$ cat src/rtl/ahb_arb_2m1s.sv
// rtl/ahb_arb_2m1s.sv - two-master to one-slave AHB-Lite arbiter with request hold registers
module ahb_arb_2m1s #(
    parameter int FIXED_PRIO = 0
) (
    input  logic        HCLK,
    input  logic        HRESETn,
    input  logic [31:0] HADDR_M1,
    input  logic [2:0]  HSIZE_M1,
    input  logic [1:0]  HTRANS_M1,
    input  logic [31:0] HWDATA_M1,
    input  logic        HWRITE_M1,
    output logic [31:0] HRDATA_M1,
    output logic        HREADY_M1,
    input  logic [31:0] HADDR_M2,
    input  logic [2:0]  HSIZE_M2,
    input  logic [1:0]  HTRANS_M2,
    input  logic [31:0] HWDATA_M2,
    input  logic        HWRITE_M2,
    output logic [31:0] HRDATA_M2,
    output logic        HREADY_M2,
    output logic [31:0] HADDR,
    output logic [2:0]  HSIZE,
    output logic [1:0]  HTRANS,
    output logic [31:0] HWDATA,
    output logic        HWRITE,
    input  logic [31:0] HRDATA,
    input  logic        HREADY
);

    typedef enum logic [1:0] {ST_IDLE, ST_ADDR, ST_DATA} state_t;

    state_t      r_state, w_state_nxt;
    logic        r_owner, w_owner_nxt;
    logic        r_last;
    logic        r_pend1, r_pend2;
    logic [31:0] r_addr1, r_addr2;
    logic [2:0]  r_size1, r_size2;
    logic        r_write1, r_write2;
    logic [31:0] r_haddr;
    logic [2:0]  r_hsize;
    logic        r_hwrite;

    logic        w_cap1, w_cap2, w_done;
    logic        w_pend1_nxt, w_pend2_nxt;
    logic [31:0] w_own_addr;
    logic [2:0]  w_own_size;
    logic        w_own_write;
    logic        w_unused;

    // SEQ/NONSEQ are not distinguished, so only bit 1 of HTRANS matters
    assign w_unused = &{1'b0, HTRANS_M1[0], HTRANS_M2[0]};

    function automatic logic arb(input logic p1, input logic p2, input logic last);
        if (p1 && p2)
            return (FIXED_PRIO != 0) ? 1'b0 : ~last;
        else if (p2)
            return 1'b1;
        else
            return 1'b0;
    endfunction

    assign HREADY_M1 = ~r_pend1 | ((r_state == ST_DATA) & ~r_owner & HREADY);
    assign HREADY_M2 = ~r_pend2 | ((r_state == ST_DATA) &  r_owner & HREADY);
    assign HRDATA_M1 = HRDATA;
    assign HRDATA_M2 = HRDATA;

    assign w_cap1 = HTRANS_M1[1] & HREADY_M1;
    assign w_cap2 = HTRANS_M2[1] & HREADY_M2;
    assign w_done = (r_state == ST_DATA) & HREADY;

    // A capture on the completion cycle keeps pend set with the new request
    assign w_pend1_nxt = w_cap1 | (r_pend1 & ~(w_done & ~r_owner));
    assign w_pend2_nxt = w_cap2 | (r_pend2 & ~(w_done &  r_owner));

    assign w_own_addr  = r_owner ? r_addr2  : r_addr1;
    assign w_own_size  = r_owner ? r_size2  : r_size1;
    assign w_own_write = r_owner ? r_write2 : r_write1;

    assign HTRANS = (r_state == ST_ADDR) ? 2'b10 : 2'b00;
    assign HADDR  = (r_state == ST_ADDR) ? w_own_addr  : r_haddr;
    assign HSIZE  = (r_state == ST_ADDR) ? w_own_size  : r_hsize;
    assign HWRITE = (r_state == ST_ADDR) ? w_own_write : r_hwrite;
    assign HWDATA = r_owner ? HWDATA_M2 : HWDATA_M1;

    always_comb begin
        w_state_nxt = r_state;
        w_owner_nxt = r_owner;
        case (r_state)
            ST_IDLE: begin
                if (r_pend1 || r_pend2) begin
                    w_state_nxt = ST_ADDR;
                    w_owner_nxt = arb(r_pend1, r_pend2, r_last);
                end
            end
            ST_ADDR: begin
                if (HREADY)
                    w_state_nxt = ST_DATA;
            end
            ST_DATA: begin
                if (HREADY) begin
                    if (w_pend1_nxt || w_pend2_nxt) begin
                        w_state_nxt = ST_ADDR;
                        w_owner_nxt = arb(w_pend1_nxt, w_pend2_nxt, r_last);
                    end else begin
                        w_state_nxt = ST_IDLE;
                    end
                end
            end
            default: w_state_nxt = ST_IDLE;
        endcase
    end

    always_ff @(posedge HCLK or negedge HRESETn) begin
        if (!HRESETn) begin
            r_state  <= ST_IDLE;
            r_owner  <= 1'b0;
            r_last   <= 1'b1;
            r_pend1  <= 1'b0;
            r_pend2  <= 1'b0;
            r_addr1  <= '0;
            r_size1  <= '0;
            r_write1 <= 1'b0;
            r_addr2  <= '0;
            r_size2  <= '0;
            r_write2 <= 1'b0;
            r_haddr  <= '0;
            r_hsize  <= '0;
            r_hwrite <= 1'b0;
        end else begin
            r_state <= w_state_nxt;
            r_owner <= w_owner_nxt;
            r_pend1 <= w_pend1_nxt;
            r_pend2 <= w_pend2_nxt;
            if (w_cap1) begin
                r_addr1  <= HADDR_M1;
                r_size1  <= HSIZE_M1;
                r_write1 <= HWRITE_M1;
            end
            if (w_cap2) begin
                r_addr2  <= HADDR_M2;
                r_size2  <= HSIZE_M2;
                r_write2 <= HWRITE_M2;
            end
            // Remember the driven address phase so the slave bus stays quiet outside ADDR
            if (r_state == ST_ADDR) begin
                r_haddr  <= w_own_addr;
                r_hsize  <= w_own_size;
                r_hwrite <= w_own_write;
                if (HREADY)
                    r_last <= r_owner;
            end
        end
    end

endmodule
$ cat config.mk
export PLATFORM = sky130hd
export DESIGN_NAME = ahb_arb_2m1s
export DESIGN_NICKNAME = d
export VERILOG_FILES = /design/src/rtl/ahb_arb_2m1s.sv
export SDC_FILE = /design/constraint.sdc
export NUM_CORES = 1
export LEC_CHECK = 0
export ABC_AREA = 1
export CAP_MARGIN = 20
export CORE_ASPECT_RATIO = 1.1
export CORE_MARGIN = 5
export CORE_UTILIZATION = 39
export DETAILED_ROUTE_END_ITERATION = 10
export GPL_TIMING_DRIVEN = 0
export PLACE_DENSITY = 0.92
export SLEW_MARGIN = 20
export SYNTH_ARGS = -nofsm -noshare
export SYNTH_HDL_FRONTEND = slang
export SYNTH_SLANG_ARGS = --single-unit
$ cat constraint.sdc
create_clock -name HCLK -period 1.6 [get_ports HCLK]
set_input_delay 0.24 -clock HCLK [delete_from_list [all_inputs] [get_ports HCLK]]
set_output_delay 0.24 -clock HCLK [all_outputs]
set_load 0.01 [all_outputs]
==> results_dict.tcl <==
set metrics [dict create \
    syn_avg_cell_area_um2 8.89 \
    r2r-end "r_haddr[1]$_DFF_PN0_" \
    maxCapViolations 0 \
    clkTransAtPathRegs_ps 60 \
    postSynthRegisterBits 114 \
    multiInputGateArea_um2 2610 \
    violations "negative setup slack" \
    synth_edf_count 0 \
    first_iter_violations 536 \
    setup_ws_ps -431 \
    dp_slack_ps -805 \
    yosysMostFrequentCell "nand2_1" \
    synth.net_count 816 \
    leakagePower_nw 5.41 \
    routed_wl_um 24000 \
    p_per_area_nw_per_um2 2040 \
    cp-end-kind "primary output" \
    final_design_area_no_fill_um2 10900 \
    yosys-top-cells-count "nand2_1 (219), dfrtp_1 (113), buf_4 (71)" \
    power.total_mw 22.2 \
    overflow 0 \
    skew_ps 7.55 \
    ant_nets 0 \
    min_period_ps 2030 \
    holdWs_ps 290 \
    fin_crit_sh_pct 127 \
    die_h_um 137 \
    grt_pass1_wl_um 32800 \
    ir_drop_v 0.00126 \
    hp-class "in -> async" \
    cts_sinks 114 \
    cts_tree "built" \
    clock_latency_ps 410 \
    dieArea_um2 17100 \
    finish.utilization_pct 75.8 \
    rows 46 \
    crit_chain "nor2_4 > buf_6 > buf_4 > o21ai_0 > o21ai_1 > buf_2" \
    critPathMaxFanout 5 \
    reg2reg_slack_ps -160 \
    grt_max_degree 82 \
    critPathMaxStageDelay_ps 430 \
    first_pass_iters 5 \
    path_class "reg -> out" \
    route.vias.total 6123 \
    synth_flop_cell "dfrtp_1" \
    ys_seq_area_share_pct 50.1 \
    endpoint "HADDR[3]" \
    drcViolationCount 0 \
    fin_cells 1238 \
    initial_core_util_pct 39.6 \
    critPathBufInv 3 \
    hpwl_um 14500 \
    slew_headroom_pct 61.9 \
    portBuffers 275 \
    run_status "finished, violations left" \
    gr-usage-all-layers_pct 24.4 \
    maxSlewViolCount 0 \
    area_delta_synth_final_pct 91.4 \
    gp_congestion 0.779 \
    synth_top_area_cell "dfrtp_1" \
    cts_buffers 17 \
    die_w_um 125 \
    synth_cell_types 23 \
    clock-root-buffer "clkbuf_16" \
    setup_viol 113 \
    n_fill_cell 913 \
    worst_setup_path_start_kind "flop" \
    dpl-instance-area_um2 8720 \
    yosysWarningCount 0 \
    synth_top_area_share_pct 49.6 \
    r2r-start "r_owner$_DFFE_PN0P_" \
    synth_area_um2 5700 \
    register_area_um2 2860 \
    worst_ep_required_time_ps 1360 \
    cts_max_level 4 \
    startpoint "r_state[1]$_DFFE_PN0P_" \
    fmax_mhz 492 \
    drive_gt1_share_pct 44.3 \
    synth_cells 641 \
    critical_path_depth 6 \
    placed_cells_incl_taps 1109 \
    worst_pin_slew_ps 571 \
    routedWlPerCell_um 19.4 \
    synth_area_leaders "dfrtp_1 (50%), nand2_1 (14%), buf_4 (9.4%)" \
    finalHoldViolations 0 \
    nNetsFinal 1207 \
    antenna_found_initial 4 \
    r2r_cells 10 \
    grt_pass1_vias 6178 \
    rsz0062_at_grt "yes" \
    setup_tns_ps -22890 \
    coreArea_um2 14400 \
    pin_count 311 \
    critical_path.top_delay_family "buffers and inverters" \
    ctsLongestPathBuffers 2 \
    synthArstFlopShare_pct 100 \
    slowest_stage "dfrtp_2" \
    cp.arrival_ps 1790 \
    viasPerCell 4.95 \
]
-- layer usage --
metal  part of all wire (%)  vias to the layer above  GRT usage (%)
met3                    8.1                       80           7.77
met5                   0.22                        -              0
met2                     51                      311           42.0
met1                     36                     2929           28.7
met4                    3.9                        8           9.28
li1                       -                     2795              -
-- cells by family after synthesis --
group                  count (synthesis)  synth area share [%]
and+or+nand+nor                      304                  21.3
DFF                                  114                  50.1
buffers and inverters                110                  12.7
AOI/OAI and AO/OA                     76                  6.72
muxes                                 36                  9.09
other                                  1                0.0658
-- layout by cell type (no fill, tap or decap), drive strengths merged --
cell / synthesis / routed
buf: 82 / 250
nand2: 222 / 222
clkdlybuf4s50: 0 / 203
dfrtp: 113 / 113
o21ai: 74 / 74
nor2: 41 / 41
nand3: 39 / 39
clkbuf: 20 / 38
mux2: 36 / 36
inv: 8 / 8
clkinv: 0 / 6
clkinvlp: 0 / 4
bufinv: 0 / 4
nand4: 2 / 2
diode: 0 / 1
a21oi: 1 / 1
o21bai: 1 / 1
conb: 1 / 1
dlygate4sd3: 0 / 1
dfstp: 1 / 1
-- power breakdown --
group / internal [mW] / leakage (nW) / total, mW / switching (mW)
clock network: 2.60 / 0.292 / 3.98 / 1.38
registers: 4.30 / 1.40 / 5.13 / 0.833
logic: 6.91 / 3.72 / 13.1 / 6.21
total: 13.8 / 5.41 / 22.2 / 8.42
-- state kept, by name, summed over array words and instances, names as in the netlist, 2 cells and up --
| signal | count |
|---|---|
| r_haddr | 32 |
| r_state | 2 |
| r_hsize | 3 |
| r_size1 | 3 |
| r_addr1 | 32 |
| r_addr2 | 32 |
| r_size2 | 3 |
-- layout make-up --
type                            count  area share, %
Antenna cell                        1         0.0230
Buffer                            101           9.27
Clock buffer                       18           3.94
Clock inverter                     14           1.72
Inverter                            8          0.459
Multi-Input combinational cell    417           24.0
Sequential cell                   114           26.2
Tap cell                          192           2.20
Timing Repair Buffer              373           32.2
-- worst min path at each step --
stage / from / end / slack, ps
finish: HRESETn / r_haddr[28]$_DFF_PN0_ / 290
global route: HRESETn / r_haddr[28]$_DFF_PN0_ / 330
CTS: HRESETn / r_haddr[28]$_DFF_PN0_ / 290
detailed placement: HRESETn / r_addr2[25]$_DFFE_PN0P_ / 150
global placement: r_addr1[5]$_DFFE_PN0P_ / r_addr1[5]$_DFFE_PN0P_ / 450
floorplan: HRESETn / r_addr1[0]$_DFFE_PN0P_ / -60
-- timing repair --
item | CTS | global route
hold buffers | 1 | 0
setup buffers | 61 | 23
gates cloned | 9 | 5
resized for setup | 470 | 168
endpoints found under the hold margin | 33 | 0
pin swaps | 40 | 60
endpoints found under the setup margin | 116 | 135
(Power assumes the default switching activity.)
==> patch 1 (same settings) <==
Make the reset (`HRESETn`) synchronous in one clocked block.
--- a/src/rtl/ahb_arb_2m1s.sv
+++ b/src/rtl/ahb_arb_2m1s.sv
@@ -111,5 +111,5 @@
     end
 
-    always_ff @(posedge HCLK or negedge HRESETn) begin
+    always_ff @(posedge HCLK) begin
         if (!HRESETn) begin
             r_state  <= ST_IDLE;
Formal check against the unedited RTL: differs if HRESETn is asserted again (counterexample within 4 cycles, from zero or initial values and one cycle with HRESETn low); with HRESETn held inactive, the same outputs for 10 cycles.
==> patch 1 against the original RTL <==
- setup slack better by 0.12 ns
- final area is 0.62% lower
- die area shrank 3.0%
- cell count grew 5.5%
- the flow still finishes with violations (negative setup slack)
- sequential cell count did not move
- via count grew 20%
- area after synthesis fell by 3.3%
- highest routed layer unchanged
- register-to-register slack better by 0.03 ns
- synthesized cell count grew 20%
- routed wire length up 29%
Power is not compared: it rests on default switching activity, and its combinational part moved more than twofold at a synthesized area within 25%.
==> patch 1: results (changes against the original RTL) <==
- Worst path top cell family by delay: buffers and inverters (unchanged)
- Post-route setup slack: -0.309 ns (was -0.431 ns)
- Post-synth ARST share: 0 (was 1.00)
- Worst Path Max Fanout: 7 (was 5)
- GRT Total Usage: 0.286 (was 0.244)
- Met3 wire len: 3250 um (was 1960 um)
- Clock Skew: 0.00877 ns (was 0.00755 ns)
- Failing checks: negative setup slack (unchanged)
- Pin count of the biggest net entering global routing: 17 (was 82)
- DR WL/cell: 23.7 um (was 19.4 um)
- Nets: 1275 (was 1207)
- Top post-synthesis cells by area: dfxtp_1 41%, nand2_1 12%, a21oi_1 9.5%, buf_4 9.4%, nor2_1 7.5% (was dfrtp_1 50%, nand2_1 14%, buf_4 9.4%, mux2_4 7.9%, o21ai_0 5.4%)
- Initial antenna violation count: 8 (was 4)
- Slew @ Worst Pin: 0.943 ns (was 0.571 ns)
- Clock Path Buffers: 2 (unchanged)
- Sequential share of the synthesized area: 0.414 (was 0.501)
- Clk. pwr: 3.93 mW
- Setup tns final: -17.38 ns (was -22.89 ns)
- Vias in the first global route: 6555 (was 6178)
- Lkg Pwr: 4.52 nW
- Synth Flop Type: dfxtp_1 (was dfrtp_1)
- Critical path's slowest cell: dfxtp_4 (was dfrtp_2)
- Placer's final routability congestion estimate: 0.849 (was 0.779)
- First-pass GRT wire length: 36200 um (was 32800 um)
- Most frequent cells after synthesis: 180 x nand2_1, 114 x dfxtp_1, 110 x nor2_1 (was 219 x nand2_1, 113 x dfrtp_1, 71 x buf_4)
- Crit path arrival time: 1.67 ns (was 1.79 ns)
- Setup violators final: 114 (was 113)
- Met3 Track Usage GR: 0.0800 (was 0.0777)
- Initial DRC count: 602 (was 536)
- Post-DP HPWL: 17400 um (was 14500 um)
- Met1 wire length: 10200 um (was 8710 um)
- Routed wl met2: 15400 um (was 12400 um)
- Syn nets: 942 (was 816)
- Fillers: 818 (was 913)
- DR pass1 iterations: 6 (was 5)
- Share of layout cells above drive strength 1: 0.401 (was 0.443)
- Worst Hold Class: in2reg (was in2async)
- Maximum VDD drop: 1090 uV
- Met2 usage in global routing: 0.513 (was 0.420)
- Biggest regs: r_addr1 (32), r_addr2 (32), r_haddr (32) (unchanged)
- Pwr Total: 11.1 mW
- Vias per inst: 5.63 (was 4.95)
- DR top layer: met5 (unchanged)
- Skew-Pair Late Insertion Delay: 0.43 ns (was 0.41 ns)
- Global Route met1 Usage: 0.311 (was 0.287)
- Quantity of I/O buffers inserted on ports: 275 (unchanged)
- Distinct cells, synth: 27 (was 23)
- CP max stage delay: 0.36 ns (was 0.43 ns)
- Status: complete, but fails checks (unchanged)
[patch 1: changes by cell type in the layout (fill, tap and decap cells not counted), moves of 26 or more]
| cell | unedited run | this run |
|---|---|---|
| mux2_4 | 31 | 0 |
| o21ai_2 | 51 | 0 |
| dfrtp_1 | 112 | 0 |
| nand2_1 | 157 | 111 |
| buf_4 | 135 | 89 |
| a21oi_1 | 1 | 27 |
| a21oi_2 | 0 | 73 |
| dfxtp_1 | 0 | 111 |
| and2_1 | 0 | 36 |
| nor2_1 | 38 | 99 |
[patch 1: path summary, 6_finish.rpt]
| path | slack, ns | cells after the start | from | end |
|---|---|---|---|---|
| worst max-delay path | -0.31 | 8 | r_state[1]$_SDFFE_PN0P_ | HADDR[22] |
| worst min-delay path | 0.41 | 3 | HADDR_M1[25] | r_addr1[25]$_SDFFE_PN0P_ |
| worst max register to register | -0.13 | 10 | r_owner$_SDFFE_PN0P_ | r_addr1[17]$_SDFFE_PN0P_ |
| worst min register to register | 0.48 | 2 | r_addr2[2]$_SDFFE_PN0P_ | r_addr2[2]$_SDFFE_PN0P_ |
[patch 1: stage by stage]
| step | util | setup WS (ns) | std cells | area, um2 |
|---|---|---|---|---|
| after floorplan | - | 0.243 | 767 | 5510 |
| after global placement | 0.613 | -0.844 | 1230 | 8500 |
| after detailed placement | 0.613 | -0.919 | 1230 | 8500 |
| after CTS | 0.698 | -0.292 | 1283 | 9660 |
| after global routing | 0.782 | -0.321 | 1306 | 10800 |
| final | 0.782 | -0.309 | 1306 | 10800 |
[patch 1: cells by family (layout without fill, tap and decap cells)]
logic type,after synthesis,after routing,share of synthesized area
other cells,1,7,0.000681
simple gates,372,372,0.286
buf+inv,127,472,0.151
flops,114,114,0.414
compound gates,153,153,0.147
[patch 1: cell type report]
cell class                      instances  area (um2)  share of cell area
Multi-Input combinational cell        526        3390               0.313
Antenna cell                            6        15.0             0.00139
Clock buffer                           27         523              0.0483
Buffer                                116        1090               0.101
Clock inverter                          4        70.1             0.00647
Inverter                               10        76.3             0.00704
Tap cell                              188         235              0.0217
Timing Repair Buffer                  314        3130               0.289
Sequential cell                       114        2290               0.211
Timing Repair inverter                  1        11.3             0.00104
[patch 1: repair_timing]
| item | in CTS | in global routing |
|---|---|---|
| setup buffers | 17 | 11 |
| resized for setup | 443 | 260 |
| cloned | 6 | 8 |
| endpoints found under the setup margin | 88 | 128 |
| pin swaps | 10 | 54 |
| hold endpoints to repair | 0 | 0 |
[patch 1: worst min-delay path: stages]
cell	delay, ns
clkdlybuf4s50_1	0.39
nand3_1	0.09
a21oi_2	0.05
==> patch 2 (same settings) <==
Without the edit above. Encoding of `state_t`: now one-hot (3 bits for 3 states).
--- a/src/rtl/ahb_arb_2m1s.sv
+++ b/src/rtl/ahb_arb_2m1s.sv
@@ -28,5 +28,5 @@
 );
 
-    typedef enum logic [1:0] {ST_IDLE, ST_ADDR, ST_DATA} state_t;
+    typedef enum logic [2:0] {ST_IDLE = 3'b001, ST_ADDR = 3'b010, ST_DATA = 3'b100} state_t;
 
     state_t      r_state, w_state_nxt;
Function: no difference found for any inputs over 10 cycles, from zero or initial values and one cycle with HRESETn low; not proved beyond that.
==> patch 2 against the original RTL <==
- the run still ends with negative setup slack left
- die area grew 2.2%
- sequential power up 2%
- final area grew 2.7%
- routed wire length fell by 0.11%
- total power is 5.5% lower
- core utilization increased by 1.1 points
- area after synthesis rose by 2.4%
- sequential cell count rose by 1
- setup slack got worse by 0.13 ns
- critical path depth increased by 2
- critical path type unchanged
- critical endpoint is now HADDR[14]
==> patch 2: results (changes against the original RTL) <==
- Met3 Track Usage GR: 0.0782 (was 0.0777)
- Syn nets: 745 (was 816)
- Most frequent cells after synthesis: 153 x nand2_1, 113 x dfrtp_1, 75 x nor2_1 (was 219 x nand2_1, 113 x dfrtp_1, 71 x buf_4)
- Worst Path Max Fanout: 10 (was 5)
- First-pass GRT wire length: 33700 um (was 32800 um)
- Vias per inst: 4.95 (about the same)
- Top post-synthesis cells by area: dfrtp_1 48%, mux2_4 15%, nand2_1 9.8%, buf_4 8.4%, nor2_1 4.8% (was dfrtp_1 50%, nand2_1 14%, buf_4 9.4%, mux2_4 7.9%, o21ai_0 5.4%)
- Critical path's slowest cell: dfrtp_1 (was dfrtp_2)
- Placed cells: 1038 (was 1109)
- Syn avg cell area: 10.2 um2 (was 8.89 um2)
- Post-DP HPWL: 15300 um (was 14500 um)
- Sequential share of the synthesized area: 0.494 (was 0.501)
- Pin count of the biggest net entering global routing: 77 (was 82)
- Worst reg2reg endpoint: r_addr1[7]$_DFFE_PN0P_ (was r_haddr[1]$_DFF_PN0_)
- Min Hold Slack: 0.311 ns (was 0.290 ns)
- Distinct cells, synth: 22 (was 23)
- Non-filler cells, final: 1116 (was 1238)
- Setup tns final: -36.93 ns (was -22.89 ns)
- Vias in the first global route: 5845 (was 6178)
- Routed wl met2: 13400 um (was 12400 um)
- R2R Setup Slk: -0.30 ns (was -0.16 ns)
- Worst r2r path cells: 11 (was 10)
- Failing checks: negative setup slack (unchanged)
- Global Route met1 Usage: 0.251 (was 0.287)
- Setup violators final: 147 (was 113)
- Dpl ws: -0.918 ns (was -0.805 ns)
- Final wirelength: 24000 um (about the same)
- Status: complete, but fails checks (unchanged)
- Share of layout cells above drive strength 1: 0.491 (was 0.443)
- Fillers: 851 (was 913)
- Ant diodes: 0 (was 1)
- Placed instance area: 0.00900 mm2 (was 0.00872 mm2)
- Met1 wire length: 8000 um (was 8710 um)
- Met2 usage in global routing: 0.470 (was 0.420)
- Initial antenna violation count: 0 (was 4)
- Post-route setup slack: -0.564 ns (was -0.431 ns)
==> patch 2: cell types whose count changed after synthesis, moves of 4 or more <==
| cell | unedited run | this run |
|---|---|---|
| buf_1 | 1 | 5 |
| o31ai_1 | 0 | 36 |
| mux2_4 | 30 | 60 |
| o21ai_0 | 62 | 2 |
| nand3_1 | 39 | 3 |
| buf_4 | 71 | 65 |
| nor2_1 | 41 | 75 |
| clkbuf_1 | 20 | 11 |
| o21ai_1 | 12 | 0 |
| mux2_2 | 6 | 12 |
| nand2_1 | 219 | 153 |
==> patch 2: power breakdown <==
part	switching (mW)	internal, mW	total (mW)
sequential	0.899	4.35	5.25
clock	1.32	2.35	3.67
combinational	5.89	6.19	12.1
total	8.11	12.9	21.0
==> patch 2: area by class of cell <==
cell class | count | area, um2 | share of cell area
Timing Repair inverter | 1 | 11.3 | 0.00101
Timing Repair Buffer | 325 | 3340 | 0.298
Sequential cell | 115 | 2880 | 0.257
Clock inverter | 11 | 110 | 0.00983
Buffer | 90 | 928 | 0.0829
Clock buffer | 21 | 460 | 0.0411
Tap cell | 192 | 240 | 0.0215
Inverter | 9 | 46.3 | 0.00413
Multi-Input combinational cell | 352 | 3180 | 0.284
==> patch 2: what timing repair did <==
item                                    in CTS  in global routing
setup buffers                               18                 18
gates resized for setup                    485                147
endpoints found under the hold margin       37                  0
gates cloned                                 8                  7
endpoints found under the setup margin     168                140
pin swaps                                    5                 26
hold buffers                                 1                  0
==> patch 2: logic make-up after synthesis <==
logic type / after synthesis / synth area share
simple gates: 239 / 0.160
compound gates: 40 / 0.0498
mux: 72 / 0.178
other cells: 1 / 0.000643
buf+inv: 103 / 0.118
flops: 115 / 0.494
